**src/rtl/conv_pkg.sv**
```systemverilog
// conv_pkg: shared widths, output-slot state type and byte-lane mapping for the packer family
package conv_pkg;
  localparam int BYTE_W = 8;
  localparam int MAX_BYTES = 8;
  typedef enum logic {SLOT_EMPTY, SLOT_FULL} slot_state_e;
  function automatic int lane_of(input int k, input int num_bytes, input bit msb_first);
    return msb_first ? num_bytes - 1 - k : k;
  endfunction
endpackage

```
**src/rtl/conv_out_slot.sv**
```systemverilog
// conv_out_slot: one-word registered output slot with valid/ready handshake and same-cycle drain/reload
import conv_pkg::*;
module conv_out_slot #(
  parameter int W = 32
) (
  input  logic         PCLK,
  input  logic         RESET,
  input  logic         load,
  input  logic [W-1:0] load_data,
  input  logic [3:0]   load_bytes,
  input  logic         READY_OUT,
  output logic [W-1:0] DATA_OUT,
  output logic [3:0]   BYTES_OUT,
  output logic         VALID_OUT,
  output logic         free
);
  slot_state_e state_q, state_d;
  assign VALID_OUT = state_q == SLOT_FULL;
  assign free = !VALID_OUT || READY_OUT;
  // a load always fills the slot; otherwise a taken word empties it
  always_comb begin
    state_d = load ? SLOT_FULL : (READY_OUT ? SLOT_EMPTY : state_q);
  end
  // slot state register
  always_ff @(posedge PCLK or posedge RESET) begin
    if (RESET) state_q <= SLOT_EMPTY;
    else state_q <= state_d;
  end
  // word and byte count only change on a load, so they hold steady under backpressure
  always_ff @(posedge PCLK or posedge RESET) begin
    if (RESET) begin
      DATA_OUT <= '0;
      BYTES_OUT <= '0;
    end else if (load) begin
      DATA_OUT <= load_data;
      BYTES_OUT <= load_bytes;
    end
  end
endmodule

```
**src/rtl/conv_8_to_n.sv**
```systemverilog
// conv_8_to_n: packs bytes into NUM_BYTES-wide words; CONV_FLUSH_EN enables partial-word flush
import conv_pkg::*;
module conv_8_to_n #(
  parameter int NUM_BYTES = 4,
  parameter int MSB_FIRST = 1
) (
  input  logic                        PCLK,
  input  logic                        RESET,
  input  logic [BYTE_W-1:0]           DATA_IN,
  input  logic                        VALID_IN,
  output logic                        READY_IN,
  input  logic                        FLUSH,
  output logic [BYTE_W*NUM_BYTES-1:0] DATA_OUT,
  output logic                        VALID_OUT,
  input  logic                        READY_OUT,
  output logic [3:0]                  BYTES_OUT
);
  localparam int W = BYTE_W * NUM_BYTES;
  localparam logic [2:0] LAST = 3'(NUM_BYTES - 1);
  logic [W-1:0] asm_q, asm_byte;
  logic [2:0]   cnt_q;
  logic         accept, complete, service, load, free;
  logic [3:0]   load_bytes;
  int           lane;
  assign READY_IN = !(cnt_q == LAST && !free);
  assign accept = VALID_IN && READY_IN;
  assign complete = accept && cnt_q == LAST;
  assign load = complete || service;
  assign load_bytes = complete ? 4'(NUM_BYTES) : 4'(cnt_q) + {3'b0, accept};
  // assembly register with this cycle's byte merged into its lane
  always_comb begin
    lane = lane_of(int'(cnt_q), NUM_BYTES, MSB_FIRST != 0);
    asm_byte = asm_q;
    if (accept) asm_byte[lane*BYTE_W +: BYTE_W] = DATA_IN;
  end
  // byte count and assembly register; both restart whenever a word leaves for the slot
  always_ff @(posedge PCLK or posedge RESET) begin
    if (RESET) begin
      cnt_q <= '0;
      asm_q <= '0;
    end else if (load) begin
      cnt_q <= '0;
      asm_q <= '0;
    end else begin
      cnt_q <= accept ? cnt_q + 3'd1 : cnt_q;
      asm_q <= asm_byte;
    end
  end
`ifdef CONV_FLUSH_EN
  logic pend_q, flush_req, pend_d;
  assign flush_req = FLUSH || pend_q;
  assign service = flush_req && (cnt_q != 0 || accept) && free && !complete;
  assign pend_d = flush_req && !(complete || service || (cnt_q == 0 && !accept));
  // pending flush survives until a word leaves or there is nothing to flush
  always_ff @(posedge PCLK or posedge RESET) begin
    if (RESET) pend_q <= 1'b0;
    else pend_q <= pend_d;
  end
`else
  logic unused_flush;
  assign unused_flush = FLUSH;
  assign service = 1'b0;
`endif
  conv_out_slot #(.W(W)) u_slot (
    .PCLK(PCLK),
    .RESET(RESET),
    .load(load),
    .load_data(asm_byte),
    .load_bytes(load_bytes),
    .READY_OUT(READY_OUT),
    .DATA_OUT(DATA_OUT),
    .BYTES_OUT(BYTES_OUT),
    .VALID_OUT(VALID_OUT),
    .free(free)
  );
endmodule

```
**config.mk**
```make
export PLATFORM = sky130hd
export DESIGN_NAME = conv_8_to_n
export DESIGN_NICKNAME = d
export VERILOG_FILES = /design/src/rtl/conv_pkg.sv /design/src/rtl/conv_out_slot.sv /design/src/rtl/conv_8_to_n.sv
export SDC_FILE = /design/constraint.sdc
export NUM_CORES = 1
export LEC_CHECK = 0
export CAP_MARGIN = 20
export CORE_MARGIN = 4
export CORE_UTILIZATION = 50
export CTS_CLUSTER_SIZE = 16
export DETAILED_ROUTE_END_ITERATION = 12
export GPL_ROUTABILITY_DRIVEN = 0
export PLACE_DENSITY_LB_ADDON = 0.15
export SYNTH_ARGS = -nofsm -noshare
export SYNTH_HDL_FRONTEND = slang
export SYNTH_SLANG_ARGS = --single-unit
```
**constraint.sdc**
```tcl
create_clock -name PCLK -period 3.1 [get_ports PCLK]
set_input_delay 0.62 -clock PCLK [delete_from_list [all_inputs] [get_ports PCLK]]
set_output_delay 0.62 -clock PCLK [all_outputs]
set_load 0.005 [all_outputs]
```
==> results.md, run 1 <==
### Synthesis
* area of the mapped netlist: 3210 um2
* largest area contributor in the synthesized netlist: sky130_fd_sc_hd__dfrtp_1
* gate count of the mapped netlist: 344
* fraction of registers with async set/reset: 100%
* register area share after synthesis: 53.9%
* dominant cell by count in the synthesized netlist: sky130_fd_sc_hd__nand2_1
* synth unique cells: 31
* Synth area leaders: sky130_fd_sc_hd__dfrtp_1, sky130_fd_sc_hd__nand3_1, sky130_fd_sc_hd__nand2_1
* average instance area after synthesis: 9.32 um2
* post-synth top area share: 53.9%
* leading register cell type out of synthesis: sky130_fd_sc_hd__dfrtp_1
* Post-synth top cells: sky130_fd_sc_hd__nand2_1, sky130_fd_sc_hd__nand3_1, sky130_fd_sc_hd__dfrtp_1
* number of warning messages in the yosys log: 0
* number of storage elements in the synthesis netlist: 69
* number of enable flip-flop cells after synthesis: 0

### Worst setup path
* category of the worst setup path launch point: flip-flop
* data required time of the critical path: 2480 ps
* Critical Path End Type: output pin
* class of the most critical setup path: flip-flop to output pin
* internal reg-to-reg setup slack: 800 ps
* maximum net fanout on the critical path: 9
* arrival time at the worst endpoint: 2050 ps

### CTS
* clock slew at reported path FFs: 70 ps
* CTS Buffer Depth: 2
* clk_lat worst skew: 330 ps
* CTS resizes: 0
* post-CTS setup buffer count: 0
* CTS tree: yes
* buffer type at the clock tree root: sky130_fd_sc_hd__clkbuf_8
* # hold bufs at CTS: 0
* H-Tree Depth: 3
* CTS Buf Count: 9
* sinks on the clock net: 69

### STA
* RSZ-0062 raised after global routing: false
* ratio of final minimum period to clock period: 86.0%
* Max Clk Rate: 375 MHz
* sum of negative setup slack: 0 ps
* final period demand of the worst path: 2670 ps
* final hold violations: 0
* number of slew-limit violations in the final report: 0
* Setup violations, final: 0
* worst slew margin relative to its limit: 48.6%
* Setup Skew: 7.66 ps
* worst hold margin: 468 ps
* Slew @ Worst Pin: 769 ps

### Final layout
* Post-Layout Cell Count: 464
* total number of nets in the final design: 404
* fraction of layout instances using a drive strength above 1: 7.71%
* diode insertion count for antenna repair: 0
* cell area after layout: 3880 um2
* relative area change from synthesis to final layout: 21.2%

### Pwr
* static leakage: 0.00180 uW
* proportion of power drawn by the clock network: 21.5%
* VDD IR-drop max: 0.000444 V
* Power Total: 2890 uW
* portion of total power attributed to sequential cells: 44.5%
* Power Density: 743 nW/um2
* relative contribution of combinational cells to total power: 34.0%
* NetSw: 976 uW
* Sw Ratio: 33.8%
* internal power: 1910 uW

### Global routing
* met3 GRT Util: 3.67%
* M2 GR Usage: 32.0%
* largest net degree at the start of global routing: 66
* via count of the first global-routing pass: 2,539
* met1 Usage GRT: 26.6%
* overall fraction of global-route tracks in use: 19.9%
* antenna violations before repair: 0
* most used routing layer in global routing: met2
* wire length of the first global-routing pass: 12,000 um
* Overflow after GRT: 0

### Detailed routing
* final wirelength: 7060 um
* Final ANT Viol Nets: 0
* total via count in the routed design: 2,534
* DRC violation total after the first TritonRoute iteration: 150
* DRC violation count after routing: 0
* Pre-antenna DRT Iters: 4
* Via density: 5.46
* Routed wire per std cell: 15.2 um

### Place
* estimated wirelength of the detail-placed design: 4740 um
* area post-placement: 3720 um2
* port buffer count: 46
* Inst Count DP: 448

### Floorplanning
* area of the placeable core: 6060 um2
* boundary pin count: 51
* die area: 7760 um2
* count of standard-cell rows: 28
* die boundary height: 88.1 um
* Die W: 88.1 um
* initial standard-cell utilization of the core: 52.9%

### Outcome
* run status: complete, no violations

### Run
* max-cap violation count: 0

### Min path
* Hold Path Class: flip-flop to flip-flop

[power groups by stage]
stage / combinational, uW / sequential, uW / clock, uW
3_3_place_gp: 971 / 1290 / 0
4_1_cts: 992 / 1290 / 630
3_5_place_dp: 989 / 1300 / 0
6_report: 981 / 1290 / 621
2_1_floorplan: 558 / 1290 / 0
5_1_grt: 1090 / 1320 / 675
[per-layer routing]
| metal | wire length [um] | part of all wire (%) | vias up |
|---|---|---|---|
| li1 | - | - | 1252 |
| met1 | 3230 | 46 | 1220 |
| met2 | 3430 | 49 | 50 |
| met3 | 273 | 3.9 | 12 |
| met4 | 131 | 1.9 | 0 |
| met5 | 0 | 0 | - |
[cell usage in the layout, fill, tap and decap left out, drive strengths merged, types with 3 or more instances in the layout]
master         synthesis  routed
and2                   8       8
and4                   4       4
buf                   20       8
clkbuf                 7      12
clkdlybuf4s50          0      46
conb                   1       3
dfrtp                 69      69
ha                     7       7
inv                    4       4
mux2i                  8       8
nand2                 75      75
nand2b                 3       3
nand3                 73      73
nand4                  3       3
nor2                   9       9
nor3                   8       8
o21ai                 32      32
[state kept, by name, summed over array words and instances (netlist names)]
signal	cells
asm_q	32
u_slot.DATA_OUT	32
cnt_q	3
u_slot.BYTES_OUT	1
u_slot.VALID_OUT	1
[through the flow]
stage / util [%] / setup WS [ps]
floorplan: - / 740
global placement: 61.5 / 649
detailed placement: 61.5 / 631
CTS: 64.1 / 429
global route: 64.1 / 323
finish: 64.1 / 433
[path summary, 6_finish.rpt]
| path | start | endpoint | depth (start not counted) |
|---|---|---|---|
| worst max-delay path | cnt_q[0] | READY_IN | 4 |
| worst min register to register | u_slot.BYTES_OUT[2] | u_slot.BYTES_OUT[2] | 1 |
| min in group asynchronous | RESET | u_slot.BYTES_OUT[2] | 2 |
| worst min-delay path | u_slot.BYTES_OUT[2] | u_slot.BYTES_OUT[2] | 1 |
| max in group asynchronous | RESET | asm_q[14] | 3 |
| worst max register to register | cnt_q[2] | u_slot.DATA_OUT[29] | 8 |
[area by class of cell]
| class | count | area (um2) |
|---|---|---|
| inverter | 4 | 15.0 |
| fill | 529 | 2180 |
| multi-input combinational | 246 | 1340 |
| tap | 75 | 93.8 |
| timing repair buffer | 54 | 546 |
| clock buffer | 12 | 135 |
| sequential | 69 | 1730 |
| clock inverter | 4 | 25.0 |
[kinds of logic after synthesis]
group | Yosys count | share of synthesized area [%]
AND/OR/NAND/NOR | 192 | 30.1
adder cells (fa/ha/maj) | 7 | 2.73
AO/OA/AOI/OAI | 35 | 5.74
multiplexers | 9 | 2.85
other | 1 | 0.117
buffers and inverters | 31 | 4.61
flip-flops | 69 | 53.9
[worst max-delay path, stage by stage (launching register included)]
cell and delay (ps):
sky130_fd_sc_hd__dfrtp_1 480, sky130_fd_sc_hd__ha_1 260, sky130_fd_sc_hd__ha_1 280, sky130_fd_sc_hd__nand3b_4 180, sky130_fd_sc_hd__clkdlybuf4s50_1 520
No activity file was read; power rests on OpenSTA's default activity.
==> run 2, diff against run 1 <==
- CORE_UTILIZATION: 50 -> 53
==> results.md, run 2 (synthesis results as in run 1) <==
### CTS
* clk_lat worst skew: 340 ps
* clock slew at reported path FFs: 70 ps
* # hold bufs at CTS: 0
* buffer type at the clock tree root: sky130_fd_sc_hd__clkbuf_8
* post-CTS setup buffer count: 0
* CTS Buffer Depth: 2
* CTS tree: yes
* CTS resizes: 0
* CTS Buf Count: 9
* sinks on the clock net: 69
* H-Tree Depth: 3

### Detailed routing
* DRC violation count after routing: 0
* final wirelength: 7000 um
* total via count in the routed design: 2,525
* Final ANT Viol Nets: 0
* Pre-antenna DRT Iters: 4
* Routed wire per std cell: 15.1 um
* DRC violation total after the first TritonRoute iteration: 133
* Via density: 5.43

### Worst setup path
* most numerous cell on the critical path: sky130_fd_sc_hd__ha_1
* internal reg-to-reg setup slack: 820 ps
* destination of the worst register-to-register timing path: u_slot.DATA_OUT[31]
* Reg2Reg Depth: 8
* FF-to-FF Start: cnt_q[2]
* delay of the slowest critical-path stage: 520 ps
* category of the worst setup path launch point: flip-flop
* Critical Path End Type: output pin
* maximum net fanout on the critical path: 9
* arrival time at the worst endpoint: 2040 ps
* data required time of the critical path: 2480 ps
* class of the most critical setup path: flip-flop to output pin
* master of the slowest instance on the critical path: sky130_fd_sc_hd__clkdlybuf4s50_1
* worst path cell trace: ha_1 -> ha_1 -> nand3b_4 -> clkdlybuf4s50_1

### Global routing
* wire length of the first global-routing pass: 12,100 um
* overall fraction of global-route tracks in use: 21.0%
* via count of the first global-routing pass: 2,476
* antenna violations before repair: 0
* largest net degree at the start of global routing: 66
* Overflow after GRT: 0

### STA
* final period demand of the worst path: 2660 ps
* worst hold margin: 474 ps
* Setup Skew: 8.32 ps
* Slew @ Worst Pin: 649 ps
* sum of negative setup slack: 0 ps
* number of slew-limit violations in the final report: 0
* minimum setup slack in the final design: 443 ps
* Max Clk Rate: 376 MHz
* RSZ-0062 raised after global routing: false
* worst slew margin relative to its limit: 56.7%
* Setup violations, final: 0
* final hold violations: 0
* ratio of final minimum period to clock period: 85.7%

### Place
* worst slack at placement: 646 ps
* area post-placement: 3720 um2
* port buffer count: 46
* estimated wirelength of the detail-placed design: 4720 um
* Inst Count DP: 449

### Floorplanning
* initial standard-cell utilization of the core: 54.5%
* die area: 7360 um2
* area of the placeable core: 5890 um2
* count of standard-cell rows: 28
* boundary pin count: 51
* Die W: 85.8 um
* die boundary height: 85.8 um

### Pwr
* static leakage: 0.00182 uW
* Power Density: 763 nW/um2
* VDD IR-drop max: 0.000482 V

### Min path
* worst hold stages: 1
* Hold Crit Endpoint: u_slot.BYTES_OUT[2]
* HP Start: u_slot.BYTES_OUT[2]
* Hold Path Class: flip-flop to flip-flop

### Final layout
* cell area after layout: 3910 um2
* relative area change from synthesis to final layout: 22.1%
* most common cell after layout, fill and taps aside: sky130_fd_sc_hd__nand2_1
* registers with the highest flip-flop counts: asm_q x32, u_slot.DATA_OUT x32, cnt_q x3
* diode insertion count for antenna repair: 0
* fraction of layout instances using a drive strength above 1: 8.21%
* Post-Layout Cell Count: 465
* highest-count cells in the layout ignoring fill and taps: sky130_fd_sc_hd__nand2_1, sky130_fd_sc_hd__nand3_1, sky130_fd_sc_hd__dfrtp_1
* total number of nets in the final design: 405

### Run
* max-cap violation count: 0

### Outcome
* run status: complete, no violations

==> run 2: cell types whose count changed in the layout (fill, tap and decap cells not counted) <==
| cell | before | now |
|---|---|---|
| sky130_fd_sc_hd__buf_4 | 6 | 8 |
| sky130_fd_sc_hd__buf_12 | 2 | 1 |
| sky130_fd_sc_hd__bufinv_16 | 0 | 1 |
| sky130_fd_sc_hd__clkbuf_1 | 3 | 2 |
| sky130_fd_sc_hd__clkbuf_8 | 9 | 10 |
| sky130_fd_sc_hd__clkinvlp_4 | 2 | 1 |
==> run 2: critical path: cells and delay by family (launching register included) <==
family	cells	cell delay (ps)
buf+inv	1	520
flops	1	460
fa+ha+maj	2	540
simple gates	1	180
==> run 2: how the worst max path moves through the flow <==
stage	end	slack, ps	start	depth (start not counted)
after floorplan	asm_q[0]	740	RESET	1
after global placement	READY_IN	660	READY_OUT	3
after detailed placement	READY_IN	650	READY_OUT	3
after CTS	READY_IN	430	cnt_q[0]	4
after global routing	READY_IN	360	cnt_q[0]	4
final	READY_IN	440	cnt_q[0]	4
==> run 2: area by class of cell <==
cell class	count	area, um2
fillers	485	1970
clock buffers	12	145
inverters	4	15.0
well taps	75	93.8
flip-flops and latches	69	1730
multi-input cells	246	1340
repair buffers	55	541
clock inverters	4	47.5
==> run 2: metal layers <==
| layer | track usage (%) | wire (um) | vias up |
|---|---|---|---|
| met5 | 0 | 0 | - |
| met4 | 9.93 | 136 | 0 |
| met3 | 3.65 | 309 | 11 |
| met2 | 33.2 | 3430 | 60 |
| met1 | 28.3 | 3130 | 1202 |
| li1 | - | - | 1252 |
==> run 2: metrics by stage <==
step	util [%]	power (uW)
floorplan	-	1850
global placement	63.2	2260
global route	66.5	3200
CTS	66.5	3010
detailed placement	63.2	2290
finish	66.5	2990
==> run 2: where the power goes <==
group	internal (uW)	switching, uW
registers	1150	140
logic	468	500
clock network	392	336
==> run 3, diff against run 2 <==
- SETUP_SLACK_MARGIN: unset -> 0.1
- SKIP_LAST_GASP: unset -> 1
==> results of run 3 <==
The final DEF is identical to that of run 2; final timing and power are the same.
==> RTL edit: new RTL, settings of run 1 <==
`NUM_BYTES`: 4 -> 6.
--- a/src/rtl/conv_8_to_n.sv
+++ b/src/rtl/conv_8_to_n.sv
@@ -2,5 +2,5 @@
 import conv_pkg::*;
 module conv_8_to_n #(
-  parameter int NUM_BYTES = 4,
+  parameter int NUM_BYTES = 6,
   parameter int MSB_FIRST = 1
 ) (
Ports: changed (resized DATA_OUT); port bits go from 51 to 67. The function was not compared with the original's and may differ.
==> RTL edit against run 1 <==
Routed wire length rose by 31%. Core utilization shrank 1.5 points. Critical path depth is 6 higher. Area after synthesis up 38%. Final area increased by 40%. Sequential cell count is 32 higher. Final cell count rose by 26%. Setup slack lost 300 ps. Fmax decreased by 10%. Sequential power is 55% higher. Power up 71%. Critical endpoint is now u_slot.DATA_OUT[39]. Largest power group unchanged.
==> RTL edit: results (changes against run 1) <==
grt:
  grt_pass1_vias: 3125  # +23%
  grt_first_pass_wirelength_microns: 15400  # +29%
  grt_use_total_pct: 19.1  # -0.88 points
critical_path:
  critPathLaunch: "cnt_q[1]"
  crit_family: "simple AND/OR/NAND/NOR gates"
  crit_path_top_delay_cell: "or4b_4"
  slowest_delay_ps: 500  # -20 ps
  reg2regPathDepth: 10  # +2
  worst-path-max-fanout: 7  # -2
  rrSetupSlack_ps: 130  # -670 ps
  arrival_ps: 3270  # +1220 ps
power_and_ir_drop:
  leakage_nw: 2.71  # +50%
  p_comb_share_pct: 40.4  # +6.4 points
  p_sw_share_pct: 33.3  # -0.51 points
  max-vdd-ir-drop_v: 0.000435  # -1.9%
outcome:
  status: "complete, no violations"
layout:
  fillers: 755  # +43%
  fin_cells: 585  # +26%
  clk_share_pct: 4.22  # +0.093 points
  seq_area_share_pct: 46.5  # +2.1 points
  buffer_area_share_pct: 14.5  # +0.47 points
  reg_top3: "asm_q (48), u_slot.DATA_OUT (48), cnt_q (3)"
worst_hold_path:
  hold_depth: 2  # +1
  hp-start: "asm_q[27]"
yosys:
  syn_avg_cell_area_sq_um: 10.9  # +17%
  synthMuxAreaShare_pct: 7.25  # +4.4 points
sta:
  tightest_slew_ps: 640  # -130 ps
  fin_crit_sh_pct: 95.7  # +9.6 points
route:
  wire_per_inst_microns: 15.8  # +4.0%
place:
  place_area_sq_um: 5200  # +40%
cts:
  cts_sinks: 101  # +46%
RTL edit: cell count changes in the layout (fill, tap and decap cells not counted), sizes merged, moves of 5 or more:
cell / before / now
nand2: 75 / 49
clkdlybuf4s50: 46 / 63
a21oi: 0 / 34
and2: 8 / 14
nand3: 73 / 6
mux2i: 8 / 32
dfrtp: 69 / 101
nor2: 9 / 55
nand4b: 0 / 7
buf: 8 / 16
nor3: 8 / 2
a221o: 0 / 5
RTL edit: per-layer routing:
| metal | global-route usage (%) | vias to the layer above | routed length [microns] |
|---|---|---|---|
| met5 | 0 | - | 0 |
| met3 | 5.26 | 9 | 528 |
| met2 | 29.6 | 81 | 4360 |
| li1 | - | 1512 | - |
| met4 | 5.15 | 0 | 125 |
| met1 | 26.7 | 1540 | 4240 |
RTL edit: cells by family after synthesis:
logic type | after synthesis
other | 1
flip-flops | 101
multiplexers | 32
buffers and inverters | 30
adder cells (fa/ha/maj) | 11
AND/OR/NAND/NOR | 151
AO/OA/AOI/OAI | 80
